===== src/rtl/i2c_regfile_pkg.sv =====
// i2c_regfile_pkg
//   Shared constants for the I2C application-side register bank: the fixed
//   address map above the general-purpose block, the unlock key, and the bit
//   positions inside the STATUS byte. It also provides a helper that packs
//   the STATUS byte.
package i2c_regfile_pkg;

    localparam logic [7:0] ADDR_ID     = 8'hF0;
    localparam logic [7:0] ADDR_STATUS = 8'hF1;
    localparam logic [7:0] ADDR_FLAGS  = 8'hF2;
    localparam logic [7:0] ADDR_MASK   = 8'hF3;
    localparam logic [7:0] ADDR_LOCK   = 8'hF4;

    localparam logic [7:0] UNLOCK_KEY  = 8'h5A;

    localparam int STATUS_ERR_BIT    = 0;
    localparam int STATUS_LOCKED_BIT = 6;
    localparam int STATUS_IRQ_BIT    = 7;

    function automatic logic [7:0] pack_status(input logic irq, input logic locked,
                                               input logic err);
        logic [7:0] s;
        s = 8'h00;
        s[STATUS_IRQ_BIT]    = irq;
        s[STATUS_LOCKED_BIT] = locked;
        s[STATUS_ERR_BIT]    = err;
        return s;
    endfunction

endpackage


===== src/rtl/i2c_regfile_evt_capture.sv =====
// i2c_evt_capture
//   Captures rising edges of the hardware event inputs into sticky flags. The
//   flags are cleared by write-1-to-clear.
//   Ports:
//     clk, rst   - system clock, synchronous active-high reset
//     evt_i[7:0] - event inputs, synchronous to clk
//     clr_vec    - bits to clear (write data of a FLAGS write)
//     clr_stb    - qualifies clr_vec for one cycle
//     flags      - sticky event flags
//   A set and a clear on the same bit in the same cycle leave the bit set.
module i2c_evt_capture (
    input  logic       clk,
    input  logic       rst,
    input  logic [7:0] evt_i,
    input  logic [7:0] clr_vec,
    input  logic       clr_stb,
    output logic [7:0] flags
);

    logic [7:0] evt_d;
    logic [7:0] rise;
    logic [7:0] clr_mask;

    assign rise     = evt_i & ~evt_d;
    assign clr_mask = clr_stb ? clr_vec : 8'h00;

    always_ff @(posedge clk) begin
        // evt_d tracks the input even during reset. An input that is already
        // high at reset release therefore does not count as an edge.
        evt_d <= evt_i;
        if (rst) begin
            flags <= 8'h00;
        end else begin
            flags <= (flags & ~clr_mask) | rise;
        end
    end

endmodule


===== src/rtl/i2c_regfile.sv =====
// i2c_regfile
//   Register bank downstream of the I2C peripheral's application bus.
//   Address map: 0x00..NUM_REGS-1 GP R/W, 0xF0 ID, 0xF1 STATUS, 0xF2 FLAGS
//   (W1C), 0xF3 MASK, 0xF4 LOCK. Every other address reads 0x00. A write to
//   any other address is ignored and sets err.
//   Build option: define I2C_REGFILE_LOCK_EN to enable the write lock on the
//   GP registers (key 0x5A unlocks). Without it the GP registers are always
//   writable and LOCK reads 0x00.
//   Ports:
//     clk, rst      - system clock, synchronous active-high reset
//     addr, wdata   - application bus address / write data
//     we            - single-cycle write strobe
//     wr_rdn        - transfer direction (informational, unused)
//     rdata         - registered read data for addr
//     status        - {irq_o, locked, 5'b0, err}
//     evt_i         - hardware events; a rising edge sets a flag
//     cfg_o         - flattened GP registers, register n at [8n+7:8n]
//     irq_o         - registered |(flags & mask)
module i2c_regfile
    import i2c_regfile_pkg::*;
#(
    parameter int         NUM_REGS = 16,
    parameter logic [7:0] ID_VALUE = 8'hA7
) (
    input  logic                  clk,
    input  logic                  rst,
    input  logic [7:0]            addr,
    input  logic [7:0]            wdata,
    input  logic                  we,
    input  logic                  wr_rdn,
    output logic [7:0]            rdata,
    output logic [7:0]            status,
    input  logic [7:0]            evt_i,
    output logic [NUM_REGS*8-1:0] cfg_o,
    output logic                  irq_o
);

    localparam logic [8:0] GP_LIMIT = 9'(NUM_REGS);

    logic [7:0] gp_q [NUM_REGS];
    logic [7:0] mask_q;
    logic [7:0] flags;
    logic       err_q;
    logic       locked;
    logic [7:0] rd_mux;
    logic [7:0] rdata_p1;
    logic       irq_p1;

    logic       hit_gp;
    logic       hit_fixed;
    logic       wr_gp;
    logic       wr_err;
    logic       wr_err_clr;
    logic       unused_wr_rdn;

    assign unused_wr_rdn = wr_rdn;

    assign hit_gp    = {1'b0, addr} < GP_LIMIT;
    // ID is deliberately left out of this set, so a write to ID reports an error.
    assign hit_fixed = (addr == ADDR_STATUS) || (addr == ADDR_FLAGS) ||
                       (addr == ADDR_MASK)   || (addr == ADDR_LOCK);
    assign wr_gp      = we && hit_gp && !locked;
    assign wr_err     = we && ((!hit_gp && !hit_fixed) || (hit_gp && locked));
    assign wr_err_clr = we && (addr == ADDR_STATUS) && wdata[STATUS_ERR_BIT];

    i2c_evt_capture u_evt (
        .clk     (clk),
        .rst     (rst),
        .evt_i   (evt_i),
        .clr_vec (wdata),
        .clr_stb (we && (addr == ADDR_FLAGS)),
        .flags   (flags)
    );

`ifdef I2C_REGFILE_LOCK_EN
    always_ff @(posedge clk) begin
        if (rst) begin
            locked <= 1'b1;
        end else if (we && (addr == ADDR_LOCK)) begin
            locked <= (wdata != UNLOCK_KEY);
        end
    end
`else
    assign locked = 1'b0;
`endif

    always_ff @(posedge clk) begin
        if (rst) begin
            for (int n = 0; n < NUM_REGS; n++) gp_q[n] <= 8'h00;
            mask_q <= 8'h00;
            err_q  <= 1'b0;
        end else begin
            for (int n = 0; n < NUM_REGS; n++) begin
                if (wr_gp && ({1'b0, addr} == 9'(n))) gp_q[n] <= wdata;
            end
            if (we && (addr == ADDR_MASK)) mask_q <= wdata;
            // An error-setting write and a clear cannot share an address.
            if (wr_err) begin
                err_q <= 1'b1;
            end else if (wr_err_clr) begin
                err_q <= 1'b0;
            end
        end
    end

    for (genvar g = 0; g < NUM_REGS; g++) begin : g_cfg
        assign cfg_o[8*g +: 8] = gp_q[g];
    end

    assign status = pack_status(irq_p1, locked, err_q);

    // Read mux. It has no side effects, so prefetching addr+1 is safe.
    always_comb begin
        rd_mux = 8'h00;
        if (hit_gp) begin
            for (int n = 0; n < NUM_REGS; n++) begin
                if ({1'b0, addr} == 9'(n)) rd_mux = gp_q[n];
            end
        end else begin
            case (addr)
                ADDR_ID:     rd_mux = ID_VALUE;
                ADDR_STATUS: rd_mux = status;
                ADDR_FLAGS:  rd_mux = flags;
                ADDR_MASK:   rd_mux = mask_q;
                ADDR_LOCK:   rd_mux = {7'b0, locked};
                default:     rd_mux = 8'h00;
            endcase
        end
    end

    // ---- stage p1: registered read data and interrupt ----
    always_ff @(posedge clk) begin
        if (rst) begin
            rdata_p1 <= 8'h00;
            irq_p1   <= 1'b0;
        end else begin
            rdata_p1 <= rd_mux;
            irq_p1   <= |(flags & mask_q);
        end
    end

    assign rdata = rdata_p1;
    assign irq_o = irq_p1;

endmodule


===== config.mk =====
export PLATFORM = sky130hd
export DESIGN_NAME = i2c_regfile
export DESIGN_NICKNAME = d
export VERILOG_FILES = /design/src/rtl/i2c_regfile_pkg.sv /design/src/rtl/i2c_regfile_evt_capture.sv /design/src/rtl/i2c_regfile.sv
export SDC_FILE = /design/constraint.sdc
export NUM_CORES = 1
export LEC_CHECK = 0
export CAP_MARGIN = 20
export CORE_ASPECT_RATIO = 1.1
export CORE_MARGIN = 2
export CORE_UTILIZATION = 23
export CTS_CLUSTER_SIZE = 24
export DETAILED_ROUTE_END_ITERATION = 10
export PLACE_DENSITY_LB_ADDON = 0.08
export RECOVER_POWER = 50
export SLEW_MARGIN = 20
export SYNTH_ARGS = -nofsm -noshare
export SYNTH_HDL_FRONTEND = slang
export SYNTH_SLANG_ARGS = --single-unit

===== constraint.sdc =====
create_clock -name clk -period 4.06 [get_ports clk]
set_input_delay 1.218 -clock clk [delete_from_list [all_inputs] [get_ports clk]]
set_output_delay 1.218 -clock clk [all_outputs]
set_load 0.02 [all_outputs]

==> flow_summary.toml <==
[clocking]
ctsHoldBuffers = 0
cts_tree = "done"
numClockSinks = 162
clock_path_buffers = 2
htree_levels = 4
worstSkewPairLatency_ns = 0.44
cts.clk_slew.worst_paths_ns = 0.06
post_cts_buffers = 0
cts-root-buf = "clkbuf_16"
cts_resized = 0
numCtsBuffers = 17

[critical_path]
cp.arrival_ns = 3.62
worstPathCellList = "dlygate4sd3_1, or4_4, nor2_1, clkbuf_1, nand3_1, nand2b_1"
crit_required_ns = 4.15
worstSetupStartpointType = "primary input"
crit_fanout = 17
worstSetupEndpointType = "register"
critPathMaxStageDelay_ns = 0.67
slowest_stage = "or4_4"
crit_type = "in2reg"

[run]
maxCapViolCount = 0

[synth]
synth_top_area_share_pct = 52.33
synth-async-reset-ratio_pct = 0
ys.flop_type = "edfxtp_1"
ys_ff_latch = 162
ys_seq_area_share_pct = 61.60
yosys.area.top_type = "edfxtp_1"
yosysWarnings = 0
synth.distinct_cells = 65
ys_top_cells_by_area = "edfxtp_1 52%, dfxtp_1 9.3%, nor2_1 5.7%, mux2_2 2.9%, mux2i_1 2.7%"
syn_inst = 626
synth_enable_flop_cells = 128
synth_most_common_cell = "edfxtp_1"
syn-cell-area_mm2 = 0.007345
syn_avg_cell_area_um2 = 11.73
synth_common_cells = "128 x edfxtp_1, 112 x nor2_1, 34 x dfxtp_1"

[routing]
first_iter_violations = 632
wl_per_cell_um = 23.52
antenna_left = 0
drt-pass1-iter-count = 5
via_count = 5980
finalWirelength_mm = 29.16
drc = 0
routed_via_density = 4.823

[placed_design]
place_ws_ns = 0.3329
place.gp.congestion = 0.8599
numPlacedInstances = 1208
hpwlAfterDp_mm = 21.76
io_buffers = 165

[timing]
period_needed_ns = 3.532
max_freq_mhz = 283.1
setup_tns_ns = 0
slew_viol_final = 0
fin_crit_sh_pct = 87.00
rsz0062_at_grt = "false"
worst_clock_skew_ns = 0.01317
hold_violations = 0
max_slew_margin_pct = 42.73
tightest_slew_ns = 0.8590
fin_ws_ns = 0.5278
setup_viol = 0

[cells_and_area]
nets = 835
syn2layout_area_growth_pct = 38.28
fin_util_pct = 32.35
fill_cells = 3164
antenna_cells = 0
area.sequential_mm2 = 0.004524
finalNonFillerCells = 1240
multiInputGateArea_mm2 = 0.002539
drive_gt1_share_pct = 12.32

[power]
leakagePower_uw = 0.003512
ir_worst_vdd_mv = 0.2333
powerDensity_mw_per_mm2 = 404.8

[die]
ios = 173
rows = 68
die_h_um = 191.4
fp.dieArea_mm2 = 0.03338
die_x_um = 174.4
core_mm2 = 0.03140
initial_core_util_pct = 23.39

[min_path]
min_path_type = "reg2reg"

[global_route]
grt_use_total_pct = 17.63
antenna_found_initial = 0
gr-total-overflow = 0
grt_pass1_vias = 6054
grt_max_degree = 56
grt_pass1_wl_mm = 42.18

[outcome]
status = "complete, no violations"
## placed cells by master, fill, tap and decap left out, types with 5 or more instances in the layout
cell type / instances
o221ai_1: 6
edfxtp_1: 128
nor2_1: 112
conb_1: 6
a31oi_1: 5
clkbuf_1: 11
a21oi_1: 26
a22oi_1: 9
nor2b_1: 14
clkdlybuf4s50_1: 12
nand3_1: 12
nand2_1: 28
mux2i_1: 20
inv_1: 11
mux2_2: 19
dfxtp_1: 34
buf_4: 35
dlygate4sd3_1: 151
nor3_1: 5
o22ai_1: 10
clkbuf_16: 17
o21ai_0: 18
a22o_1: 9
nand2b_1: 28
clkinvlp_4: 6
## registers in the layout, indices dropped and copies added, names as in the netlist
| signal | count |
|---|---|
| gp_q | 128 |
| mask_q | 8 |
| rdata | 8 |
| u_evt.evt_d | 8 |
| u_evt.flags | 8 |
| err_q | 1 |
| irq_o | 1 |
## worst max-delay path: cells and delay by family
family	cells	cell delay [ns]
buffers and inverters	2	1.02
and+or+nand+nor	4	1.37
## kinds of logic (layout without fill, tap and decap cells)
kind of cell / Yosys count / in the layout / synth area share, %
mux: 43 / 43 / 6.866
flops: 162 / 162 / 61.60
simple gates: 221 / 221 / 14.22
other cells: 1 / 6 / 0.05106
compound gates: 134 / 134 / 13.05
buf+inv: 64 / 253 / 4.088
xor+xnor: 1 / 1 / 0.1193
## path summary, 6_finish.rpt
kind	start	endpoint	slack, ns	cells after the start
max	addr[5]	gp_q[0][45]	0.53	6
min	u_evt.flags[5]	u_evt.flags[5]	0.52	2
max reg2reg	gp_q[0][16]	rdata[0]	2.34	5
min reg2reg	u_evt.flags[5]	u_evt.flags[5]	0.52	2
## through the flow
stage	cell area, um2	power, uW	hold WS [ns]
5_1_grt	10160	4251	0.5514
4_1_cts	10200	4188	0.5210
2_1_floorplan	7363	2249	0.4690
6_report	10160	4112	0.5156
3_3_place_gp	9628	2583	0.4922
3_5_place_dp	9628	2584	0.5066
## layer usage
metal	wire length [um]	GRT usage [%]
met5	0	0
met4	739	6.109
met3	1598	3.600
met2	14380	29.82
met1	12440	22.40
## power by group
part / total (uW) / internal, uW / leakage, uW / switching, uW
Sequential: 1960 / 1890 / 0.00150 / 70.2
Clock: 1610 / 903 / 0.000257 / 702
Combinational: 550 / 209 / 0.00175 / 341
Total: 4110 / 3000 / 0.00351 / 1110
## final cells by class
type / instances / share of cell area, %
Tap cell: 420 / 5.174
Timing Repair Buffer: 210 / 19.28
Clock buffer: 19 / 4.263
Clock inverter: 13 / 1.331
Inverter: 11 / 0.4066
Multi-Input combinational cell: 405 / 25.00
Sequential cell: 162 / 44.55
Note: power is estimated with default switching activity, not from simulation.
